===== src/rtl/fetch_queue_pkg.sv =====
// Shared types for the fetch queue: machine word, queue entry and the NOP encoding.
package fetch_queue_pkg;

  typedef logic [31:0] word_t;

  typedef struct packed {
    word_t instr;
    word_t pc;
    word_t npc;
  } fetchq_entry_t;

  // sll $0,$0,0 encodes as all zeros
  localparam word_t NOP_INSTR = 32'h0;

endpackage


===== src/rtl/fetch_queue_if.sv =====
// Fetch/decode handshake bundle around the fetch queue.
interface fetch_queue_if
  import fetch_queue_pkg::*;
#(
  parameter int unsigned Depth = 2
);

  localparam int unsigned CntW = $clog2(Depth) + 1;

  logic            ihit;
  word_t           imemload;
  word_t           imemaddr;
  word_t           npc_in;
  logic            pc_advance;
  logic            flush;
  logic            dec_ready;
  word_t           instr;
  word_t           pc_out;
  word_t           npc_out;
  logic            valid;
  logic            full;
  logic [CntW-1:0] count;

  modport master (
    output ihit, imemload, imemaddr, npc_in, flush, dec_ready,
    input  pc_advance, instr, pc_out, npc_out, valid, full, count
  );

  modport slave (
    input  ihit, imemload, imemaddr, npc_in, flush, dec_ready,
    output pc_advance, instr, pc_out, npc_out, valid, full, count
  );

  // PC unit view: pc_advance gates the nPC load
  modport pc (
    output ihit, imemload, imemaddr, npc_in,
    input  pc_advance
  );

endinterface


===== src/rtl/fetch_queue.sv =====
// In-order instruction buffer between fetch and decode; flush drops all held and incoming words.
module fetch_queue
  import fetch_queue_pkg::*;
#(
  parameter int unsigned Depth = 2
) (
  input logic          clk_i,
  input logic          rst_ni,
  fetch_queue_if.slave fq_io
);

  localparam int unsigned PtrW = $clog2(Depth);
  localparam int unsigned CntW = PtrW + 1;

  logic [PtrW-1:0] rd_ptr_q, rd_ptr_d;
  logic [PtrW-1:0] wr_ptr_q, wr_ptr_d;
  logic [CntW-1:0] count_q, count_d;
  fetchq_entry_t   mem_q [Depth];
  fetchq_entry_t   head;

  logic valid, full, push, pop;

  assign valid = (count_q != '0);
  assign full  = (count_q == CntW'(Depth));
  assign pop   = valid & fq_io.dec_ready & ~fq_io.flush;
  // A full queue still accepts a word when the head leaves in the same cycle
  assign push  = fq_io.ihit & ~fq_io.flush & (~full | pop);

  always_comb begin
    rd_ptr_d = rd_ptr_q;
    wr_ptr_d = wr_ptr_q;
    count_d  = count_q;
    if (fq_io.flush) begin
      rd_ptr_d = '0;
      wr_ptr_d = '0;
      count_d  = '0;
    end else begin
      if (push) wr_ptr_d = wr_ptr_q + PtrW'(1);
      if (pop)  rd_ptr_d = rd_ptr_q + PtrW'(1);
      count_d = count_q + CntW'(push) - CntW'(pop);
    end
  end

  always_ff @(posedge clk_i or negedge rst_ni) begin
    if (!rst_ni) begin
      rd_ptr_q <= '0;
      wr_ptr_q <= '0;
      count_q  <= '0;
    end else begin
      rd_ptr_q <= rd_ptr_d;
      wr_ptr_q <= wr_ptr_d;
      count_q  <= count_d;
    end
  end

  always_ff @(posedge clk_i) begin
    if (push) begin
      mem_q[wr_ptr_q] <= '{instr: fq_io.imemload, pc: fq_io.imemaddr, npc: fq_io.npc_in};
    end
  end

  assign head = mem_q[rd_ptr_q];

  assign fq_io.pc_advance = push;
  assign fq_io.instr      = valid ? head.instr : NOP_INSTR;
  assign fq_io.pc_out     = valid ? head.pc    : '0;
  assign fq_io.npc_out    = valid ? head.npc   : '0;
  assign fq_io.valid      = valid;
  assign fq_io.full       = full;
  assign fq_io.count      = count_q;

endmodule


===== src/flat_wrapper.sv =====
// flat-port wrapper written by rule: the top's interface ports become plain ports
module fetch_queue_flat import fetch_queue_pkg::*;
#(
  parameter int unsigned Depth = 2
)
  (clk_i, rst_ni, fq_io_ihit, fq_io_imemload, fq_io_imemaddr, fq_io_npc_in, fq_io_flush, fq_io_dec_ready, fq_io_pc_advance, fq_io_instr, fq_io_pc_out, fq_io_npc_out, fq_io_valid, fq_io_full, fq_io_count);
  fetch_queue_if #(.Depth(Depth)) fq_io_i ();
  input logic clk_i;
  input logic rst_ni;
  input wire logic [$bits(fq_io_i.ihit)-1:0] fq_io_ihit;
  input wire logic [$bits(fq_io_i.imemload)-1:0] fq_io_imemload;
  input wire logic [$bits(fq_io_i.imemaddr)-1:0] fq_io_imemaddr;
  input wire logic [$bits(fq_io_i.npc_in)-1:0] fq_io_npc_in;
  input wire logic [$bits(fq_io_i.flush)-1:0] fq_io_flush;
  input wire logic [$bits(fq_io_i.dec_ready)-1:0] fq_io_dec_ready;
  output wire logic [$bits(fq_io_i.pc_advance)-1:0] fq_io_pc_advance;
  output wire logic [$bits(fq_io_i.instr)-1:0] fq_io_instr;
  output wire logic [$bits(fq_io_i.pc_out)-1:0] fq_io_pc_out;
  output wire logic [$bits(fq_io_i.npc_out)-1:0] fq_io_npc_out;
  output wire logic [$bits(fq_io_i.valid)-1:0] fq_io_valid;
  output wire logic [$bits(fq_io_i.full)-1:0] fq_io_full;
  output wire logic [$bits(fq_io_i.count)-1:0] fq_io_count;
  assign fq_io_i.ihit = fq_io_ihit;
  assign fq_io_i.imemload = fq_io_imemload;
  assign fq_io_i.imemaddr = fq_io_imemaddr;
  assign fq_io_i.npc_in = fq_io_npc_in;
  assign fq_io_i.flush = fq_io_flush;
  assign fq_io_i.dec_ready = fq_io_dec_ready;
  assign fq_io_pc_advance = fq_io_i.pc_advance;
  assign fq_io_instr = fq_io_i.instr;
  assign fq_io_pc_out = fq_io_i.pc_out;
  assign fq_io_npc_out = fq_io_i.npc_out;
  assign fq_io_valid = fq_io_i.valid;
  assign fq_io_full = fq_io_i.full;
  assign fq_io_count = fq_io_i.count;
  fetch_queue #(.Depth(Depth)) u_core (.clk_i(clk_i), .rst_ni(rst_ni), .fq_io(fq_io_i));
endmodule

===== config.mk =====
export PLATFORM = sky130hd
export DESIGN_NAME = fetch_queue_flat
export DESIGN_NICKNAME = d
export VERILOG_FILES = /design/src/rtl/fetch_queue_pkg.sv /design/src/rtl/fetch_queue_if.sv /design/src/rtl/fetch_queue.sv /design/src/flat_wrapper.sv
export SDC_FILE = /design/constraint.sdc
export NUM_CORES = 1
export LEC_CHECK = 0
export ABC_AREA = 1
export CAP_MARGIN = 25
export CORE_MARGIN = 4
export CORE_UTILIZATION = 35
export DETAILED_ROUTE_END_ITERATION = 16
export PLACE_DENSITY = 0.65
export SETUP_SLACK_MARGIN = 0.1
export SYNTH_ARGS = -nofsm -noshare
export SYNTH_HDL_FRONTEND = slang
export SYNTH_SLANG_ARGS = --single-unit

===== constraint.sdc =====
create_clock -name clk_i -period 6.8 [get_ports clk_i]
set_clock_uncertainty 0.2 [all_clocks]
set_input_delay 1.02 -clock clk_i [delete_from_list [all_inputs] [get_ports clk_i]]
set_output_delay 1.02 -clock clk_i [all_outputs]
set_load 0.01 [all_outputs]

==> results of run 1 <==
kinds of logic (layout without fill, tap and decap cells):
logic type      count (synthesis)  count (layout)  share of synthesized area [%]
compound gates                 97              97                          6.929
fa+ha+maj                       1               1                         0.1669
buf+inv                        43             249                          3.573
flops                         196             196                          78.28
simple gates                  217             217                          11.05
flip-flops by register name, summed over array words and instances (netlist names):
name                count
u_core.rd_ptr_q         1
u_core.wr_ptr_q         1
u_core.fq_io.count      2
u_core.mem_q          192
area by class of cell:
cell class	instances	area, µm²	area share (%)
sequential	196	5869	56.96
inverter	12	50.05	0.4857
timing repair buffer	206	2082	20.20
tap	275	344.1	3.339
clock buffer	18	429.2	4.165
multi-input combinational	315	1368	13.27
clock inverter	13	162.7	1.578
Yosys cell counts:
cell,count,share of area (%)
nand2_1,203,10
edfxtp_1,192,77
a21oi_1,87,5.8
buf_2,17,1.1
inv_1,11,0.55
a21oi_2,9,1.1
buf_6,8,1.2
nor2_1,8,0.40
buf_4,6,0.60
nand3_1,5,0.33
dfrtp_1,4,1.3
ha_1,1,0.17
inv_4,1,0.084
nor2_4,1,0.15
o21ai_0,1,0.067
per-layer routing:
layer	vias up	wire length (µm)	track usage [%]
li1	2322	-	-
met1	2260	7534	18.38
met2	145	7854	21.44
met3	15	1135	4.589
met4	0	229	4.079
met5	-	0	0
path summary, 6_finish.rpt:
path	from	to	slack [ns]	cells past startpoint
min	u_core.wr_ptr_q	u_core.wr_ptr_q	0.45	4
max reg2reg	u_core.fq_io.count[1]	u_core.fq_io.count[1]	3.63	12
min in group asynchronous	rst_ni	u_core.fq_io.count[0]	0.62	1
min reg2reg	u_core.wr_ptr_q	u_core.wr_ptr_q	0.45	4
max in group asynchronous	rst_ni	u_core.rd_ptr_q	5.57	1
max	u_core.fq_io.count[1]	fq_io_instr[25]	2.59	4
report_power, final:
group	switching (mW)	internal, mW
combinational	0.281	0.246
sequential	0.0207	1.39
clock	0.443	0.554
total	0.745	2.19
critical path, cell delays in order (launching register included):
cell and delay [ns]:
dfrtp_1 0.44, nor2_4 0.63, buf_4 0.78, a21oi_1 0.15, clkdlybuf4s50_1 0.54
through the flow:
stage / std cells / hold slack, ns / total power [mW]
final: 1035 / 0.4479 / 2.934
after global routing: 1035 / 0.4900 / 3.061
after CTS: 1034 / 0.4575 / 2.971
after detailed placement: 1003 / 0.4372 / 1.970
after global placement: 1003 / 0.4212 / 1.967
after floorplan: 554 / 0.3266 / 1.685
==> summary.txt, run 1 <==
Cells and area
  • Antenna cells: 0
  • Fillers: 1803
  • Final core occ: 49.02%
  • Commonest cells after routing, fill and taps aside: 203 x nand2_1, 201 x clkdlybuf4s50_1, 192 x edfxtp_1, 87 x a21oi_1, 17 x clkbuf_16
  • Synth-to-Final Area Change: 37.52%
  • Final #Nets: 850
  • Final Instance Area: roughly 0.010 mm²
  • Most common cell after layout, fill and taps aside: nand2_1
  • Share of cells above drive strength 1: 6.447%

Detailed routing
  • DRT Wirelength: 16.75 mm
  • Vias: 4742
  • Antenna viol nets, final: 0
  • DR iter-0 viols: approximately 210
  • Router iterations before antenna repair: 4
  • DRC: 0
  • Vias per std cell: 4.582
  • DR WL/cell: around 16 µm

Die
  • Die area: 0.02381 mm²
  • Initial Util: 35.65%
  • Die Y: between 150 and 200 µm
  • Horiz. Die Dim: ~150 µm
  • # rows: 53
  • I/O pin count: 202
  • Core area: roughly 0.021 mm²

Timing
  • Final Cycle Share: ~62%
  • Final Hold Fails: 0
  • F_max: around 240 MHz
  • Unrepaired setup endpoints after global routing: false
  • Final setup violation count: 0
  • Setup WS post-layout: roughly 2.6 ns
  • Worst-Margin Slew: 0.8297 ns
  • Rel. slew slack: 44.69%
  • Slew Viols, Final: 0
  • Final setup TNS: 0 ns
  • Min Tclk post-route: 4.206 ns

Synthesis
  • Flip-flop and latch count after synthesis: between 150 and 200
  • Post-synth cell types: 15
  • Cells after Synth: 554
  • Syn nets: ~660
  • Seq/Total Area, Yosys: between 70% and 80%
  • Mapped cell area: 0.007493 mm²
  • Syn Area/Cell: ~14 µm²
  • Yosys warns: 0

Pwr
  • PwrDens: roughly 280 mW/mm²
  • VDD IR max: roughly 0.16 mV
  • Leak Pwr: 3.561 nW

Placed design
  • Hpwl dp: between 10 and 15 mm
  • Port bufs: 201
  • Dpl cell area: 0.009686 mm²
  • GP Congestion: 0.7500
  • Pre-CTS WS: 2.925 ns

Run status
  • Status: completed

Worst setup path
  • Type of the worst setup path: reg -> out
  • CP Capture Type: output port
  • Req. time, crit path: between 5 and 6 ns
  • Critical Path Source Type: register
  • Worst Path Arrival: 2.99 ns
  • CP max FO: 67

Global routing
  • Vias in the first global route: roughly 4.7k
  • Largest net degree at the start of global routing: slightly below 100
  • Global route overflow: 0
  • GRT Overall Usage: 13.73%
  • Initial antenna violation count: 0
  • First-pass GRT wire length: around 26 mm

CTS
  • Sink Count: 196
  • Cts hold-fix bufs: 0
  • Clock tree buffer depth: 2
  • CTS tree: done
  • Clk_lat worst skew: 0.41 ns
  • CTS resizes: 0
  • Cts bufs inserted: 17
  • H-tree levels: 4
  • Reg clk slew, reported paths: roughly 0.070 ns
  • # Post-CTS Setup Buffers: 0
  • Root buf cell: clkbuf_16

Flow run
  • Max_cap viols: 0

Worst hold path
  • HP Class: reg -> reg
(Power assumes the default switching activity.)
==> run 2, diff against run 1 <==
--- a/config.mk
+++ b/config.mk
@@ -10,7 +10,7 @@
 export CORE_MARGIN = 4
 export CORE_UTILIZATION = 35
 export DETAILED_ROUTE_END_ITERATION = 16
-export PLACE_DENSITY = 0.65
+export PLACE_DENSITY = 0.67
 export SETUP_SLACK_MARGIN = 0.1
 export SYNTH_ARGS = -nofsm -noshare
 export SYNTH_HDL_FRONTEND = slang
==> constraint.sdc (replaced) <==
create_clock -name clk_i -period 3.5 [get_ports clk_i]
set_clock_uncertainty 0.2 [all_clocks]
set_input_delay 0.525 -clock clk_i [delete_from_list [all_inputs] [get_ports clk_i]]
set_output_delay 0.525 -clock clk_i [all_outputs]
set_load 0.01 [all_outputs]
==> run 2 against run 1 <==
  * Critical path depth rose by 1
  * Routed wire length rose by 0.35%
  * Sequential share of layout area fell by 0.32 points
  * Register-to-register slack got worse by 2.2 ns
  * Sequential power rose by 93%
  * Setup slack got worse by 2.2 ns
  * Clock-buffer cell count rose by 1
  * Flip-flop and latch count did not move
  * Critical path type unchanged
==> summary.txt, run 2 (synthesis results as in run 1) <==
CTS
  • Cts hold-fix bufs: 0 (unchanged)
  • H-tree levels: 4 (unchanged)
  • Cts bufs inserted: 17 (unchanged)
  • Root buf cell: clkbuf_16 (unchanged)
  • # Post-CTS Setup Buffers: 0 (unchanged)
  • Clock tree buffer depth: 2 (unchanged)
  • Reg clk slew, reported paths: 0.07 ns (about the same)
  • Clk_lat worst skew: 0.42 ns (was 0.41 ns)
  • CTS tree: done (unchanged)
  • Sink Count: 196 (unchanged)
  • CTS resizes: 0 (unchanged)

Detailed routing
  • Vias: 4797 (was 4742)
  • DRC: 0 (unchanged)
  • Vias per std cell: 4.613 (was 4.582)
  • Metal-1 WL: 7.672 mm (was 7.534 mm)
  • Router iterations before antenna repair: 4 (unchanged)
  • Antenna viol nets, final: 0 (unchanged)
  • Highest metal used: met4 (unchanged)
  • DR iter-0 viols: 241 (was 207)
  • Met3 WL post-DR: 1.231 mm (was 1.135 mm)
  • DRT Wirelength: 16.81 mm (was 16.75 mm)
  • Routed wl met2: 7.796 mm (was 7.854 mm)
  • DR WL/cell: 16.17 µm (was 16.19 µm)

Cells and area
  • Synth-to-Final Area Change: 38.29% (was 37.52%)
  • Number of flip-flops in the largest register: 192 (unchanged)
  • Final Instance Area: 0.01036 mm² (was 0.01030 mm²)
  • Commonest cells after routing, fill and taps aside: 203 x nand2_1, 201 x clkdlybuf4s50_1, 192 x edfxtp_1, 87 x a21oi_1, 17 x clkbuf_16 (unchanged)
  • Antenna cells: 0 (unchanged)
  • Fillers: 1824 (was 1803)
  • Share of cells above drive strength 1: 6.536% (was 6.447%)
  • Final #Nets: 854 (was 850)
  • Biggest register: u_core.mem_q (unchanged)
  • Final core occ: 49.29% (was 49.02%)
  • Most common cell after layout, fill and taps aside: nand2_1 (unchanged)

Die
  • Die area: 0.02381 mm² (unchanged)
  • Initial Util: 35.65% (unchanged)
  • I/O pin count: 202 (unchanged)
  • # rows: 53 (unchanged)
  • Die Y: 154.3 µm (unchanged)
  • Core area: 0.02102 mm² (unchanged)
  • Horiz. Die Dim: 154.3 µm (unchanged)

Global routing
  • Largest net degree at the start of global routing: 98 (unchanged)
  • Initial antenna violation count: 0 (unchanged)
  • First-pass GRT wire length: 25.71 mm (was 25.58 mm)
  • Global route overflow: 0 (unchanged)
  • GRT Overall Usage: 13.81% (was 13.73%)
  • Vias in the first global route: 4737 (was 4726)

Timing
  • Final Cycle Share: between 80% and 90%
  • Rel. slew slack: 59.53% (was 44.69%)
  • Slew Viols, Final: 0 (unchanged)
  • Worst-Margin Slew: 0.6070 ns (was 0.8297 ns)
  • Min Tclk post-route: just over 3 ns
  • Final setup violation count: 0 (unchanged)
  • Final Hold Fails: 0 (unchanged)
  • Final setup TNS: 0 ns (unchanged)
  • Unrepaired setup endpoints after global routing: false (unchanged)
  • F_max: 325.8 MHz

Placed design
  • Hpwl dp: 10.61 mm (was 10.25 mm)
  • Port bufs: 201 (unchanged)
  • GP Congestion: 0.7256 (was 0.7500)
  • Dpl cell area: 0.009798 mm² (was 0.009686 mm²)

Pwr
  • Leak Pwr: 3.581 nW (was 3.561 nW)
  • PwrDens: 545.7 mW/mm² (was 284.7 mW/mm²)
  • VDD IR max: 0.3204 mV (was 0.1604 mV)

Flow run
  • Max_cap viols: 0 (unchanged)

Worst hold path
  • HP Class: in -> async (was reg -> reg)

Worst setup path
  • CP Capture Type: output port (unchanged)
  • Critical path origin: u_core.rd_ptr_q (was u_core.fq_io.count[1])
  • R2R Path Start: u_core.fq_io.count[0] (was u_core.fq_io.count[1])
  • CP max FO: 50 (was 67)
  • Worst Path Arrival: 2.34 ns (was 2.99 ns)
  • Req. time, crit path: 2.77 ns (was 5.58 ns)
  • Type of the worst setup path: reg -> out (unchanged)
  • Critical Path Source Type: register (unchanged)
  • Reg2reg path depth: 12 (unchanged)

Run status
  • Status: completed (unchanged)
[run 2: area by class of cell]
cell class	instances	area [µm²]	area share, %
clock inverters	13	131.4	1.268
multi-input cells	315	1368	13.20
well taps	275	344.1	3.320
inverters	12	50.05	0.4830
flip-flops and latches	196	5869	56.64
repair buffers	210	2167	20.91
clock buffers	19	432.9	4.178
[run 2: routing by layer]
metal | GRT usage (%) | vias up
li1 | - | 2334
met1 | 18.59 | 2292
met2 | 21.82 | 160
met3 | 4.673 | 11
met4 | 3.280 | 0
met5 | 0 | -
[run 2: through the flow]
stage | setup slack [ns] | power [mW] | hold WS (ns) | instances
floorplan | 0.2188 | 3.271 | 0.02941 | 554
global placement | 0.7963 | 3.844 | 0.4115 | 1008
detailed placement | 0.7630 | 3.856 | 0.4185 | 1008
CTS | 0.3934 | 5.734 | 0.09149 | 1040
global route | 0.2623 | 5.918 | 0.1027 | 1040
finish | 0.4307 | 5.655 | 0.1078 | 1040
[run 2: path summary, 6_finish.rpt]
path | end | slack [ns]
max in group asynchronous | u_core.rd_ptr_q | 2.78
worst min-delay path | u_core.wr_ptr_q | 0.11
min in group clk_i | u_core.wr_ptr_q | 0.44
worst max register to register | u_core.fq_io.count[1] | 1.42
worst max-delay path | fq_io_instr[3] | 0.43
worst min register to register | u_core.wr_ptr_q | 0.44
[run 2: critical path, stage by stage (launching register included)]
cell             delay, ns
dfrtp_4               0.51
inv_4                 0.26
buf_12                0.28
nand2_1               0.08
a21oi_1               0.19
clkdlybuf4s50_1       0.57
[run 2: report_power, final]
| part | internal, mW | leakage, nW | total [mW] | switching, mW |
|---|---|---|---|---|
| sequential | 2.70 | 1.81 | 2.72 | 0.0287 |
| combinational | 0.504 | 1.50 | 1.06 | 0.559 |
| clock | 1.05 | 0.271 | 1.87 | 0.815 |
==> run 3, diff against run 2 <==
==> constraint.sdc (replaced) <==
create_clock -name clk_i -period 3.5 [get_ports clk_i]
set_clock_uncertainty 0.2 [all_clocks]
set_input_delay 0.525 -clock clk_i [delete_from_list [all_inputs] [get_ports clk_i]]
set_output_delay 0.525 -clock clk_i [all_outputs]
set_load 0.005 [all_outputs]
==> run 3 against run 2 <==
  * Critical path depth unchanged
  * Clock power about the same
  * Critical path type unchanged
  * Hold slack worse by 0.00098 ns
==> summary.txt, run 3 (synthesis results as in run 1) <==
Worst setup path
  • CP Capture Type: output port (unchanged)
  • Critical Path Source Type: register (unchanged)
  • Req. time, crit path: 2.77 ns (about the same)
  • Cell Chain, Critical Path: inv_4 -> buf_12 -> nand2_1 -> a21oi_1 -> clkdlybuf4s50_1 (unchanged)
  • CP max FO: 97 (was 50)
  • Reg2reg setup slack: 1.28 ns (was 1.42 ns)
  • Slowest cell on crit path: clkdlybuf4s50_1 (unchanged)
  • Reg2reg path depth: 12 (unchanged)
  • Crit Reg-Reg Endpoint: u_core.fq_io.count[1] (unchanged)
  • R2R Path Start: u_core.fq_io.count[1] (was u_core.fq_io.count[0])
  • Type of the worst setup path: reg -> out (unchanged)
  • Worst Path Arrival: 2.28 ns (was 2.34 ns)
  • Max stage delay on crit path: 0.55 ns (was 0.57 ns)

Flow run
  • Max_cap viols: 0 (unchanged)

CTS
  • Sink Count: 196 (unchanged)
  • Reg clk slew, reported paths: 0.07 ns (about the same)
  • CTS tree: done (unchanged)
  • Root buf cell: clkbuf_16 (unchanged)
  • H-tree levels: 4 (unchanged)
  • Cts bufs inserted: 17 (unchanged)
  • # Post-CTS Setup Buffers: 0 (unchanged)
  • CTS resizes: 0 (unchanged)
  • Clk_lat worst skew: 0.42 ns (about the same)
  • Clock tree buffer depth: 2 (unchanged)
  • Cts hold-fix bufs: 0 (unchanged)

Die
  • Horiz. Die Dim: 154.3 µm (unchanged)
  • I/O pin count: 202 (unchanged)
  • # rows: 53 (unchanged)
  • Die area: 0.02381 mm² (unchanged)
  • Die Y: 154.3 µm (unchanged)
  • Initial Util: 35.65% (unchanged)
  • Core area: 0.02102 mm² (unchanged)

Cells and area
  • Commonest cells after routing, fill and taps aside: 203 x nand2_1, 201 x clkdlybuf4s50_1, 192 x edfxtp_1, 87 x a21oi_1, 17 x clkbuf_16 (unchanged)
  • Final #Nets: 852 (was 854)
  • Fin cells: 1038 (was 1040)
  • Fillers: 1819 (was 1824)
  • Share of cells above drive strength 1: 6.422% (was 6.536%)
  • Most common cell after layout, fill and taps aside: nand2_1 (unchanged)
  • Final core occ: 49.18% (was 49.29%)
  • Antenna cells: 0 (unchanged)
  • Biggest register: u_core.mem_q (unchanged)
  • Area occupied by multi-input gates: 0.001368 mm² (unchanged)
  • Register area: 0.005869 mm² (unchanged)
  • Final Instance Area: 0.01034 mm² (was 0.01036 mm²)
  • Number of flip-flops in the largest register: 192 (unchanged)
  • Synth-to-Final Area Change: 37.95% (was 38.29%)

Detailed routing
  • Metal-1 WL: 7.245 mm (was 7.672 mm)
  • Met3 WL post-DR: 1.397 mm (was 1.231 mm)
  • Vias per std cell: 4.633 (was 4.613)
  • DR iter-0 viols: 204 (was 241)
  • Vias: 4809 (was 4797)
  • Highest metal used: met5 (was met4)
  • Routed wl met2: 7.940 mm (was 7.796 mm)
  • Antenna viol nets, final: 0 (unchanged)
  • Router iterations before antenna repair: 4 (unchanged)
  • DRC: 0 (unchanged)
  • DRT Wirelength: 16.82 mm (was 16.81 mm)
  • DR WL/cell: 16.21 µm (was 16.17 µm)

Timing
  • Unrepaired setup endpoints after global routing: false (unchanged)
  • Final Hold Fails: 0 (unchanged)
  • Final setup violation count: 0 (unchanged)
  • Rel. slew slack: 60.63% (was 59.53%)
  • Setup WS post-layout: 0.4977 ns (was 0.4307 ns)
  • WHS: 0.1068 ns (was 0.1078 ns)
  • Final setup TNS: 0 ns (unchanged)
  • F_max: 333.1 MHz (was 325.8 MHz)
  • Min Tclk post-route: 3.002 ns (was 3.069 ns)
  • Slew Viols, Final: 0 (unchanged)
  • Worst-Margin Slew: 0.5906 ns (was 0.6070 ns)
  • Final Cycle Share: 85.78% (was 87.69%)

Placed design
  • Placed cells: 1006 (was 1008)
  • Port bufs: 201 (unchanged)
  • GP Congestion: 0.7282 (was 0.7256)
  • Pre-CTS WS: 0.7756 ns (was 0.7630 ns)
  • Dpl cell area: 0.009771 mm² (was 0.009798 mm²)
  • Hpwl dp: 10.21 mm (was 10.61 mm)

Global routing
  • GRT Overall Usage: 13.94% (was 13.81%)
  • Global route overflow: 0 (unchanged)
  • First-pass GRT wire length: 25.81 mm (was 25.71 mm)
  • Largest net degree at the start of global routing: 98 (unchanged)
  • Initial antenna violation count: 1 (was 0)
  • Vias in the first global route: 4771 (was 4737)

Pwr
  • Post-layout power: 5.585 mW (was 5.655 mW)
  • VDD IR max: 0.3190 mV (was 0.3204 mV)
  • Leak Pwr: 3.571 nW (was 3.581 nW)
  • PwrDens: 540.2 mW/mm² (was 545.7 mW/mm²)

Run status
  • Status: completed (unchanged)

Worst hold path
  • HP Class: in -> async (unchanged)
[run 3: cell types whose count changed in the layout (fill, tap and decap cells not counted), sizes merged]
cell and change:
clkbuf +2, clkinvlp -1, clkinv -1, buf -2
[run 3: worst max path at each step]
| stage | startpoint | end | slack [ns] | depth (start not counted) |
|---|---|---|---|---|
| after global routing | u_core.rd_ptr_q | fq_io_instr[26] | 0.33 | 5 |
| after floorplan | fq_io_ihit | u_core.mem_q[0][0] | 0.22 | 4 |
| after detailed placement | fq_io_flush | fq_io_pc_advance | 0.78 | 5 |
| after CTS | u_core.rd_ptr_q | fq_io_npc_out[23] | 0.49 | 5 |
| final | u_core.rd_ptr_q | fq_io_instr[3] | 0.50 | 5 |
| after global placement | fq_io_flush | fq_io_pc_advance | 0.82 | 5 |
[run 3: final cells by class]
type,count,area share (%)
flip-flops and latches,196,56.78
multi-input cells,315,13.23
inverters,12,0.4841
clock buffers,21,4.260
clock inverters,11,1.222
well taps,275,3.328
repair buffers,208,20.70
[run 3: metal layers]
metal / GRT usage (%) / vias up
met2: 21.59 / 150
met5: 0 / -
li1: - / 2331
met1: 18.29 / 2311
met3: 5.288 / 15
met4: 4.331 / 2
[run 3: power by group]
group | switching, mW | total (mW) | internal [mW]
Combinational | 0.490 | 0.983 | 0.493
Sequential | 0.0285 | 2.72 | 2.70
Clock | 0.817 | 1.88 | 1.06
[run 3: critical path, delay by kind of cell, from the launching register on]
| family | cells | cell delay, ns |
|---|---|---|
| flops | 1 | 0.50 |
| compound gates | 1 | 0.22 |
| simple gates | 1 | 0.09 |
| buf+inv | 3 | 0.95 |
